$ cat src/rtl/debounce_multi.sv
// rtl/debounce_multi.sv - per-channel switch debouncer with level and rise/fall event outputs
// Optional input synchronizer: define DEBOUNCE_SYNC_EN.
module debounce_multi #(
  parameter int                  CHANNELS  = 4,
  parameter int                  COUNT_MAX = 5000,
  parameter int                  CNT_W     = 16,
  parameter logic [CHANNELS-1:0] RESET_VAL = '0
) (
  input  logic                clk,
  input  logic                rst,
  input  logic                en,
  input  logic [CHANNELS-1:0] sig_in,
  output logic [CHANNELS-1:0] debounced,
  output logic [CHANNELS-1:0] rise,
  output logic [CHANNELS-1:0] fall,
  output logic                any_change
);

  localparam logic [0:0]       ST_STABLE   = 1'b0;
  localparam logic [0:0]       ST_COUNTING = 1'b1;
  localparam logic [CNT_W-1:0] CNT_LAST    = CNT_W'(COUNT_MAX - 1);
  localparam logic [CNT_W-1:0] CNT_ONE     = CNT_W'(1);

  logic [CHANNELS-1:0] s;

`ifdef DEBOUNCE_SYNC_EN
  logic [CHANNELS-1:0] sync1;
  logic [CHANNELS-1:0] sync2;

  always_ff @(posedge clk or posedge rst) begin
    if (rst) begin
      sync1 <= RESET_VAL;
      sync2 <= RESET_VAL;
    end else begin
      sync1 <= sig_in;
      sync2 <= sync1;
    end
  end

  assign s = sync2;
`else
  assign s = sig_in;
`endif

  logic [0:0]       state_q [CHANNELS];
  logic [0:0]       state_d [CHANNELS];
  logic [CNT_W-1:0] cnt_q   [CHANNELS];
  logic [CNT_W-1:0] cnt_d   [CHANNELS];
  logic [CHANNELS-1:0] deb_q, deb_d;
  logic [CHANNELS-1:0] rise_d, fall_d;
  logic [CHANNELS-1:0] accept;
  logic                any_d;

  always_comb begin
    deb_d  = deb_q;
    rise_d = '0;
    fall_d = '0;
    accept = '0;
    for (int i = 0; i < CHANNELS; i++) begin
      state_d[i] = state_q[i];
      cnt_d[i]   = cnt_q[i];
      case (state_q[i])
        ST_STABLE: begin
          if (en && (s[i] != deb_q[i])) begin
            // A one-cycle window accepts on the very edge the mismatch is seen.
            if (COUNT_MAX == 1) begin
              accept[i] = 1'b1;
            end else begin
              state_d[i] = ST_COUNTING;
              cnt_d[i]   = CNT_ONE;
            end
          end
        end
        ST_COUNTING: begin
          // A matching sample clears the window even while frozen.
          if (s[i] == deb_q[i]) begin
            state_d[i] = ST_STABLE;
            cnt_d[i]   = '0;
          end else if (en && (cnt_q[i] == CNT_LAST)) begin
            accept[i] = 1'b1;
          end else if (en) begin
            cnt_d[i] = cnt_q[i] + CNT_ONE;
          end
        end
        default: begin
          state_d[i] = ST_STABLE;
          cnt_d[i]   = '0;
        end
      endcase
      if (accept[i]) begin
        deb_d[i]   = s[i];
        rise_d[i]  = s[i];
        fall_d[i]  = ~s[i];
        state_d[i] = ST_STABLE;
        cnt_d[i]   = '0;
      end
    end
    any_d = |(rise_d | fall_d);
  end

  always_ff @(posedge clk or posedge rst) begin
    if (rst) begin
      for (int i = 0; i < CHANNELS; i++) begin
        state_q[i] <= ST_STABLE;
        cnt_q[i]   <= '0;
      end
      deb_q      <= RESET_VAL;
      rise       <= '0;
      fall       <= '0;
      any_change <= 1'b0;
    end else begin
      for (int i = 0; i < CHANNELS; i++) begin
        state_q[i] <= state_d[i];
        cnt_q[i]   <= cnt_d[i];
      end
      deb_q      <= deb_d;
      rise       <= rise_d;
      fall       <= fall_d;
      any_change <= any_d;
    end
  end

  assign debounced = deb_q;

endmodule

$ cat config.mk
export PLATFORM = sky130hd
export DESIGN_NAME = debounce_multi
export DESIGN_NICKNAME = d
export VERILOG_FILES = /design/src/rtl/debounce_multi.sv
export SDC_FILE = /design/constraint.sdc
export NUM_CORES = 1
export LEC_CHECK = 0
export BUFFER_PORTS_ARGS = -buffer_cell sky130_fd_sc_hd__buf_2
export CORE_ASPECT_RATIO = 1.75
export CORE_MARGIN = 1.5
export CORE_UTILIZATION = 23
export CTS_CLUSTER_DIAMETER = 40
export DETAILED_ROUTE_END_ITERATION = 16
export SYNTH_ARGS = -nofsm -noshare
export SYNTH_HDL_FRONTEND = slang
export SYNTH_SLANG_ARGS = --single-unit
export TNS_END_PERCENT = 100
$ cat constraint.sdc
create_clock -name clk -period 2.93 [get_ports clk]
set_input_delay 0.293 -clock clk [delete_from_list [all_inputs] [get_ports clk]]
set_output_delay 0.293 -clock clk [all_outputs]
set_load 0.01 [all_outputs]
# Word-level counts from Yosys, hierarchy flattened
# Index checks and enable logic that the tools add are counted.
[word_totals] latchBits=0 rom_bits=0 output_inout_bits=13 n_memories=0 ram_bits=0 wordCells=125 in_bits=7 register_bits=81
[op_classes] n_reduce_logical=13 n_eq_ne=24 n_lt_le_gt_ge=0 muxes=60 div_mod_pow=0 mul=0 shift=0 addsub=4 bitwise=9
[op_table] operator="16-bit two-way mux" n=20
[op_table] operator="16-bit one-hot mux with 2 select lines" n=4
[op_table] operator="16-bit by 1-bit adder with 16-bit output, second input constant" n=4
[op_table] operator="16-bit by 13-bit equality test with 1-bit output, second input constant" n=4
[op_table] operator="1-bit two-way mux" n=32
[op_table] operator="4-bit by 2-bit inequality test with 1-bit output, second input constant" n=4
[op_table] operator="4-bit inequality test, second input constant" n=4
[op_table] operator="3-bit inequality test, second input constant" n=4
[op_table] operator="3-bit AND reduction" n=4
[op_table] operator="1-bit logical AND" n=8
[op_table] operator="1-bit NOT" n=8
[op_table] operator="1-bit one-hot mux with 2 select lines" n=4
[op_table] operator="1-bit equality test" n=4
[op_table] operator="1-bit inequality test" n=4
[op_table] operator="4-bit OR" n=1
[op_table] operator="4-bit OR reduction" n=1

# Longest topological paths before layout
# Gate-level depths: netlist (run 1).
[depth] depth_word=8 depth_mapped=8 depth_no_buf=6

# Worst setup path before layout (run 1)
# Ideal clock, no wire load.
[synth_timing] path_kind="register to register" startpoint="reg cnt_q[32] (netlist bit)" endpoint="reg cnt_q[45] (netlist bit)" t_required_ns=2.848 path_slack_ns=1.114 stages_incl_launch_ff=9 arrival_time_ns=1.734 synth_period_minus_slack_ns=1.816 setup_ns=0.082 cell_sequence="dfrtp_1 ha_1 nand4_1 and4b_1 buf_2 nor3_1 buf_2 a41oi_1 a31oi_1"
[synth_between] elab_chain_cells=7 elab_cells_between_ends=15 cone_classes="add/sub: 1; eq/ne: 4; mux: 8; reduce/logical: 2"
[synth_lines] element="start, declared" line="47" rtl="logic [CNT_W-1:0] cnt_q [CHANNELS];"
[synth_lines] element="start signal, assigned by index" line="114" rtl="cnt_q[i] <= cnt_d[i];"
[synth_lines] element="branches (longest 7 deep; another with 16-bit by 1-bit adder with 16-bit output)"
# Several ways; the timed one is not identified. The select of a mux whose other input is x is not followed.
# A chain may end at the register's enable or synchronous reset.

# Worst setup path in the final report (run 1)
# Same ends and word-level chain as after synthesis.

==> flow_summary.toml, run 1 <==
[grt]
grt_overflow_total = 0
grt_max_degree = 42
grt_use_met1 = 0.123
grt_use_met3 = 0.0217
grt_pass1_vias = 3740
busiest_layer = "met2"
grt_util_met2 = 0.199
antenna_found_initial = 0
grt_use_total = 0.112
grt_pass1_wl_um = 18100

[power_and_ir_drop]
powerDensity_nw_per_um2 = 517
ir_worst_vdd_uv = 219
p_leak_nw = 2.20

[timing]
slew-limit-headroom = 0.107
clock.fmax_mhz = 363
min_period_ns = 2.76
fin_crit_sh = 0.941
tns_ns = 0
fin_skew_ns = 0.00865
rsz0062_at_grt = "false"
worst_pin_slew_ns = 1.33
drv_slew = 0
setup_violations = 0
final-hold-violation-count = 0

[finish]
final_area_sq_um = 5160
fillCellCount = 2011
antennaDiodeCount = 0
layout_commonest_cell = "dfrtp_1"
mostFrequentLayoutCells = "81 x dfrtp_1, 59 x nand2_1, 52 x nor2_1, 35 x nand3_1, 25 x o21ai_0"
area_delta_synth_final_pct = 16.6
nets = 513
drive_gt1_frac = 0.136

[worst_setup_path]
crit_path_end_kind = "flip-flop"
worst_r2r_startpoint = "cnt_q[32]"
required_ns = 3.18
reg2reg_slack_ns = 0.17
arrival_ns = 3.01
critPathMaxFanout = 11
r2r_cells = 6
startpoint_type = "flip-flop"
rr_endpoint = "cnt_q[45]"
crit_type = "reg2reg"

[status]
status = "finished clean"

[clock_tree]
clkTransAtPathRegs_ns = 0.06
cts_tree = "built"
clock-sinks = 81
cts_made_buffers = 9
insertion_delay_ns = 0.34
htreeDepth = 3
holdBufCountCts = 0
clock_path_buffers = 2
clockRootBuffer = "clkbuf_16"
postCtsSetupBuffers = 0
post_cts_resize_count = 0

[placement]
gp_routability_congestion = 0.829
dp_hpwl_um = 7690
io_buffers = 19
placed_area_sq_um = 4820

[die]
rows = 67
pin_count = 20
fp.dieH_um = 187
die_w_um = 108
start_util = 0.233
dieArea_sq_um = 20100
core-area_sq_um = 19000

[logic_synthesis]
syn_nets = 490
synthTopCellsByArea = "dfrtp_1 46%, nand2_1 5.0%, xor2_1 4.6%"
synth_edf_count = 0
synth_xor_area_frac = 0.0605
synthFlopType = "dfrtp_1"
yosys.area_share.simple = 0.270
async_flop_share = 1.00
synth_top_area_frac = 0.458
syn_area_per_cell_sq_um = 9.24
synth_cells = 479
yosysTopAreaCell = "dfrtp_1"
syn_area_sq_um = 4430
ys_types = 60
yosys_register_bits = 81
ys_warn_count = 0
synth_compound_area_frac = 0.151
ys_seq_area_frac = 0.458
synthAdderAreaFrac = 0.0113
synth_top_family_by_area = "simple AND/OR/NAND/NOR gates"
synthMuxAreaShare = 0.0206

[routing]
drt_iter0_drc = 154
wl_per_cell_um = 14.3
drc = 0
ant_nets = 0
via_per_inst = 4.91
wirelength_um = 10700
firstDrtPassIters = 4
vias = 3672

[run]
drv_cap = 0

[min_path]
min_path_type = "in2async"
==> worst max-delay path by stage <==
| stage | slack, ns | end | from |
|---|---|---|---|
| finish | 0.17 | cnt_q[45] | cnt_q[32] |
| global route | 0.03 | cnt_q[45] | cnt_q[32] |
| CTS | 0.24 | cnt_q[45] | cnt_q[32] |
| detailed placement | 0.24 | cnt_q[45] | cnt_q[32] |
| global placement | 0.33 | cnt_q[45] | cnt_q[32] |
| floorplan | 0.56 | any_change | rst |
==> cell families (layout without fill, tap and decap cells) <==
| kind of cell | count (synthesis) | count (layout) |
|---|---|---|
| flops | 81 | 81 |
| compound gates | 99 | 99 |
| mux | 8 | 8 |
| simple gates | 232 | 232 |
| xor+xnor | 28 | 28 |
| buf+inv | 27 | 55 |
| fa+ha+maj | 4 | 4 |
==> synth_stat cells (2+ instances only) <==
cell	instances
a211oi_1	4
a21o_1	2
a21oi_1	19
a22o_1	2
a31oi_1	12
a32o_1	3
a41oi_1	3
and2_1	9
and3_1	13
and4_1	4
buf_2	5
buf_6	2
clkbuf_1	7
dfrtp_1	81
ha_1	4
inv_1	11
mux2_2	3
mux2i_1	3
mux2i_2	2
nand2_1	59
nand2b_1	4
nand3_1	35
nand4_1	20
nor2_1	52
nor2b_1	3
nor3_1	6
nor3b_1	2
nor4_1	3
nor4b_1	3
nor4bb_1	3
o21ai_0	25
o21ai_1	7
o311ai_1	2
o31ai_1	2
o31ai_2	9
or2_2	4
or4_1	4
xnor2_1	2
xnor2_2	2
xor2_1	23
==> per-layer routing <==
layer / share of wire / wire (um)
met2: 0.53 / 5670
met5: 0 / 0
met3: 0.032 / 340
met1: 0.40 / 4290
met4: 0.033 / 355
==> worst max-delay path, stage by stage, from the launching register on <==
cell and delay (ns):
dfrtp_1 0.42, ha_1 0.28, nand4_1 0.12, and4b_1 0.31, nor3_1 1.09, a41oi_1 0.26
a31oi_1 0.20
==> state kept, by name, summed over array words and instances, names as in the netlist <==
name and cells:
debounced 4, cnt_q 64, state_q 4, fall 4, any_change 1, rise 4
==> final cells by class <==
| class | instances | area (sq um) | area share |
|---|---|---|---|
| Clock inverter | 5 | 103 | 0.0199 |
| Tap cell | 241 | 302 | 0.0584 |
| Clock buffer | 11 | 243 | 0.0470 |
| Multi-Input combinational cell | 371 | 2270 | 0.440 |
| Inverter | 12 | 46.3 | 0.00897 |
| Sequential cell | 81 | 2030 | 0.393 |
| Timing Repair Buffer | 27 | 168 | 0.0325 |
==> stage by stage <==
stage	power [mW]	utilization	worst slack (ns)	hold slack [ns]	cells
5_1_grt	2.77	0.271	0.0290	0.151	748
2_1_floorplan	1.31	-	0.557	0.359	479
3_5_place_dp	1.37	0.253	0.237	0.466	732
3_3_place_gp	1.37	0.253	0.327	0.464	732
4_1_cts	2.69	0.271	0.235	0.104	748
6_report	2.67	0.271	0.173	0.0600	748
==> power breakdown <==
part           switching (mW)  internal [mW]  total (mW)
clock                   0.463          0.855        1.32
sequential             0.0318           1.14        1.17
combinational           0.119         0.0565       0.176
total                   0.614           2.05        2.67
Note: power is estimated with default switching activity, not from simulation.
==> inputs of run 2 (changes only) <==
ABC_AREA = 1   (was default)
CORE_UTILIZATION = 45   (was 23)
==> run 2 against run 1 <==
Against the previous run: sequential power hardly changed; utilization up 24 points; design area up 2.4%; largest cell class unchanged.
==> flow_summary.toml, run 2 <==
[status]
status = "finished clean"

[clock_tree]
holdBufCountCts = 0
clock_path_buffers = 2
post_cts_resize_count = 0
cts_tree = "built"
insertion_delay_ns = 0.34
cts_made_buffers = 9
clock-sinks = 81
clkTransAtPathRegs_ns = 0.06
postCtsSetupBuffers = 0
htreeDepth = 3
clockRootBuffer = "clkbuf_16"

[finish]
nets = 695
layout_commonest_cell = "nand2_1"
largest_reg_flops = 64
fillCellCount = 1020
area_delta_synth_final_pct = 10.4
finalNonFillerCells = 816
regMostFlops = "cnt_q"
drive_gt1_frac = 0.123
antennaDiodeCount = 0
mostFrequentLayoutCells = "163 x nand2_1, 105 x nor2_1, 91 x inv_1, 81 x dfrtp_1, 53 x nand3_1"

[worst_setup_path]
cp_cell_sequence = "inv_1 -> nand2_1 -> nand2_1 -> nand2_1 -> nand2_1 -> inv_2 -> nor2_2 -> nand2_1 -> nand2_1 -> nor2_1"
required_ns = 3.16
r2r_cells = 10
path_delay_family = "simple AND/OR/NAND/NOR gates"
cp_common_cell = "nand2_1"
startpoint_type = "flip-flop"
slowest_stage = "nand2_1"
path_buf_inv = 2
worst_r2r_startpoint = "debounced[3]"
rr_endpoint = "cnt_q[9]"
crit_cells = 10
arrival_ns = 2.00
reg2reg_slack_ns = 1.16
crit_path_end_kind = "flip-flop"
slowest_delay_ns = 0.48
critPathMaxFanout = 20
crit_type = "reg2reg"

[power_and_ir_drop]
powerDensity_nw_per_um2 = 483
ir_worst_vdd_uv = 306
p_leak_nw = 2.55

[grt]
grt_use_met3 = 0.0426
grt_pass1_vias = 4142
grt_util_met2 = 0.357
grt_max_degree = 36
grt_use_total = 0.206
antenna_found_initial = 0
busiest_layer = "met2"
grt_overflow_total = 0
grt_use_met1 = 0.242
grt_pass1_wl_um = 18400

[timing]
setup_violations = 0
rsz0062_at_grt = "false"
fin_ws_ns = 1.16
fin_skew_ns = 0.00438
fin_crit_sh = 0.603
slew-limit-headroom = 0.568
worst_pin_slew_ns = 0.646
final-hold-violation-count = 0
min_period_ns = 1.77
tns_ns = 0
clock.fmax_mhz = 566
drv_slew = 0

[min_path]
min_path_type = "in2async"

[run]
drv_cap = 0

[placement]
dp_hpwl_um = 7810
pre_cts_slack_ns = 1.13
dp.cells = 800
gp_routability_congestion = 0.879
io_buffers = 19

[routing]
drt_iter0_drc = 193
ant_nets = 0
via_per_inst = 5.22
firstDrtPassIters = 4
wl_per_cell_um = 12.9
wirelength_um = 10500
drc = 0
vias = 4259

[die]
dieArea_sq_um = 11300
rows = 49
start_util = 0.465
pin_count = 20
die_w_um = 80.9
fp.dieH_um = 139
core-area_sq_um = 10300

[logic_synthesis]
synth_common_cells = "163 x nand2_1, 105 x nor2_1, 92 x inv_1, 81 x dfrtp_1, 53 x nand3_1"
syn_area_sq_um = 4780
synthFlopType = "dfrtp_1"
synthTopCellsByArea = "dfrtp_1 42%, nand2_1 13%, nor2_1 8.2%"
yosysTopAreaCell = "dfrtp_1"
async_flop_share = 1.00
ys_seq_area_frac = 0.424
synth_edf_count = 0
synth_top_area_frac = 0.424
synthMostInstantiatedCell = "nand2_1"
synth_cells = 663
ys_types = 32
syn_area_per_cell_sq_um = 7.22
ys_warn_count = 0
syn_nets = 674
yosys_register_bits = 81
## run 2: through the flow
step           hold slack, ns  power (mW)  area, sq um   util
2_1_floorplan           0.359        1.33         4780      -
3_3_place_gp            0.377        1.37         4970  0.483
3_5_place_dp            0.394        1.37         4970  0.483
4_1_cts                0.0291        2.59         5280  0.513
5_1_grt                0.0569        2.68         5280  0.513
6_report               0.0103        2.55         5280  0.513
## run 2: per-layer routing
metal | up-vias | routed length (um)
met3 | 18 | 347
met4 | 0 | 215
met2 | 82 | 5580
li1 | 2142 | -
met1 | 2017 | 4410
met5 | - | 0
## run 2: logic make-up after synthesis
group | after synthesis | share of synthesized area
xor gates and xnor gates | 13 | 0.0238
buffers and inverters | 112 | 0.0973
AOI/OAI and AO/OA | 48 | 0.0581
DFF | 81 | 0.424
and+or+nand+nor | 405 | 0.387
adders and majority gates | 4 | 0.0105
## run 2: worst max path at each step
stage	start	endpoint	slack [ns]
4_1_cts	debounced[3]	cnt_q[9]	1.16
3_3_place_gp	sig_in[3]	cnt_q[9]	1.19
5_1_grt	debounced[3]	cnt_q[13]	0.94
2_1_floorplan	rst	any_change	0.56
6_report	debounced[3]	cnt_q[9]	1.16
3_5_place_dp	sig_in[3]	cnt_q[9]	1.13
## run 2: where the power goes
part | internal (mW) | leakage, nW | switching (mW)
Combinational | 0.0475 | 1.31 | 0.137
Clock | 0.746 | 0.146 | 0.458
Sequential | 1.14 | 1.09 | 0.0220
Total | 1.94 | 2.55 | 0.617
## run 2: area by class of cell
| class | instances | area [sq um] | area share |
|---|---|---|---|
| repair buffers | 21 | 110 | 0.0208 |
| clock buffers | 11 | 233 | 0.0440 |
| clock inverters | 5 | 80.1 | 0.0152 |
| well taps | 127 | 159 | 0.0301 |
| flip-flops and latches | 81 | 2030 | 0.384 |
| multi-input cells | 470 | 2290 | 0.434 |
| inverters | 101 | 383 | 0.0725 |
==> inputs of run 3 (changes only) <==
clock period = 1.9 ns   (was 2.93 ns; I/O delays follow)
==> run 3 against run 2 <==
Against the previous run: critical path depth is 1 higher; sequential power rose by 54%; maximum frequency increased by 9.9%; critical endpoint is now cnt_q[61]; via count shrank 1.4%; largest cell class unchanged; sequential share of layout area fell by 0.16 points; hold slack improved by 0.046 ns.
==> flow_summary.toml, run 3 (synthesis gave the netlist of run 2 again) <==
[status]
status = "finished clean"

[grt]
antenna_found_initial = 0
grt_pass1_wl_um = 18300
grt_overflow_total = 0
grt_util_met2 = 0.372
grt_use_total = 0.206
grt_pass1_vias = 4179
busiest_layer = "met2"
grt_use_met1 = 0.229
grt_max_degree = 42
grt_use_met3 = 0.0420

[finish]
drive_gt1_frac = 0.132
fillCellCount = 1021
area_delta_synth_final_pct = 10.9
largest_reg_flops = 64
antennaDiodeCount = 0
layout_commonest_cell = "nand2_1"
regMostFlops = "cnt_q"
mostFrequentLayoutCells = "163 x nand2_1, 105 x nor2_1, 91 x inv_1, 81 x dfrtp_1, 53 x nand3_1"
nets = 701

[worst_setup_path]
reg2reg_slack_ns = 0.29
startpoint_type = "flip-flop"
r2r_cells = 11
crit_cells = 11
cp_cell_sequence = "ha_1 -> nand2_1 -> inv_1 -> nand2_1 -> nor2_1 -> nand3_2 -> buf_4 -> nand3_1 -> nand2_1 -> nand2_1 -> inv_1"
required_ns = 2.13
slowest_delay_ns = 0.37
critPathMaxFanout = 10
cp_common_cell = "nand2_1"
slowest_stage = "dfrtp_1"
rr_endpoint = "cnt_q[61]"
arrival_ns = 1.84
crit_path_end_kind = "flip-flop"
path_buf_inv = 3
worst_r2r_startpoint = "cnt_q[49]"
path_delay_family = "simple AND/OR/NAND/NOR gates"
crit_type = "reg2reg"

[clock_tree]
clock_path_buffers = 2
insertion_delay_ns = 0.34
post_cts_resize_count = 0
cts_tree = "built"
clkTransAtPathRegs_ns = 0.07
clock-sinks = 81
htreeDepth = 3
clockRootBuffer = "clkbuf_16"
cts_made_buffers = 9

[routing]
vias = 4199
drt_iter0_drc = 158
wirelength_um = 10700
via_per_inst = 5.11
ant_nets = 0
firstDrtPassIters = 5
drc = 0
wl_per_cell_um = 13.0

[timing]
final-hold-violation-count = 0
slew-limit-headroom = 0.609
drv_slew = 0
clock.fmax_mhz = 623
setup_violations = 0
worst_pin_slew_ns = 0.585
fin_ws_ns = 0.294
tns_ns = 0
fin_crit_sh = 0.845
rsz0062_at_grt = "false"
fin_skew_ns = 0.00806
min_period_ns = 1.61

[die]
pin_count = 20
start_util = 0.465
dieArea_sq_um = 11300
fp.dieH_um = 139
core-area_sq_um = 10300
rows = 49
die_w_um = 80.9

[min_path]
min_path_type = "in2reg"
min_from = "sig_in[3]"
holdPathEnd = "fall[3]"
holdPathStages = 2

[placement]
pre_cts_slack_ns = 0.288
gp_routability_congestion = 0.895
dp_hpwl_um = 8100
io_buffers = 19

[run]
drv_cap = 0

[power_and_ir_drop]
finalPower_mw = 3.70
ir_worst_vdd_uv = 469
powerDensity_nw_per_um2 = 697
p_leak_nw = 2.56
-- run 3: timing repair --
| item | in CTS | in global routing |
|---|---|---|
| hold endpoints to repair | 22 | 0 |
| hold buffers | 1 | 0 |
| setup buffers | 0 | 0 |
-- run 3: final cells by class --
| type | count | area (sq um) | share of cell area |
|---|---|---|---|
| Timing Repair Buffer | 27 | 170 | 0.0321 |
| Clock buffer | 9 | 225 | 0.0424 |
| Inverter | 101 | 385 | 0.0726 |
| Clock inverter | 7 | 47.5 | 0.00896 |
| Sequential cell | 81 | 2030 | 0.382 |
| Multi-Input combinational cell | 470 | 2290 | 0.432 |
| Tap cell | 127 | 159 | 0.0299 |
-- run 3: through the flow --
stage,cells,instance area [sq um],utilization,hold WS [ns]
5_1_grt,822,5310,0.515,0.0593
2_1_floorplan,663,4790,-,0.256
6_report,822,5310,0.515,0.0559
3_3_place_gp,805,5020,0.488,0.287
4_1_cts,822,5310,0.515,0.0459
3_5_place_dp,805,5020,0.488,0.290
-- run 3: worst max path at each step --
| stage | from | end | slack [ns] |
|---|---|---|---|
| after floorplan | cnt_q[0] | cnt_q[8] | 0.53 |
| after global placement | cnt_q[49] | cnt_q[61] | 0.31 |
| after detailed placement | cnt_q[0] | cnt_q[10] | 0.29 |
| after CTS | cnt_q[49] | cnt_q[61] | 0.28 |
| after global routing | cnt_q[49] | cnt_q[61] | 0.13 |
| final | cnt_q[49] | cnt_q[61] | 0.29 |
-- run 3: per-layer routing --
metal | vias up | share of wire
met5 | - | 0
met4 | 0 | 0.021
met3 | 18 | 0.021
met2 | 40 | 0.55
met1 | 1991 | 0.41
li1 | 2150 | -
-- run 3: worst register-to-register path, stage by stage, from the launching register on --
cell and delay, ns:
dfrtp_1 0.37, ha_1 0.20, nand2_1 0.11, inv_1 0.10, nand2_1 0.05, nor2_1 0.13
nand3_2 0.12, buf_4 0.19, nand3_1 0.07, nand2_1 0.05, nand2_1 0.08, inv_1 0.04
-- run 3: power breakdown --
part,switching [mW],internal [mW]
sequential,0.0344,1.76
clock,0.722,0.882
combinational,0.216,0.0848
total,0.972,2.73
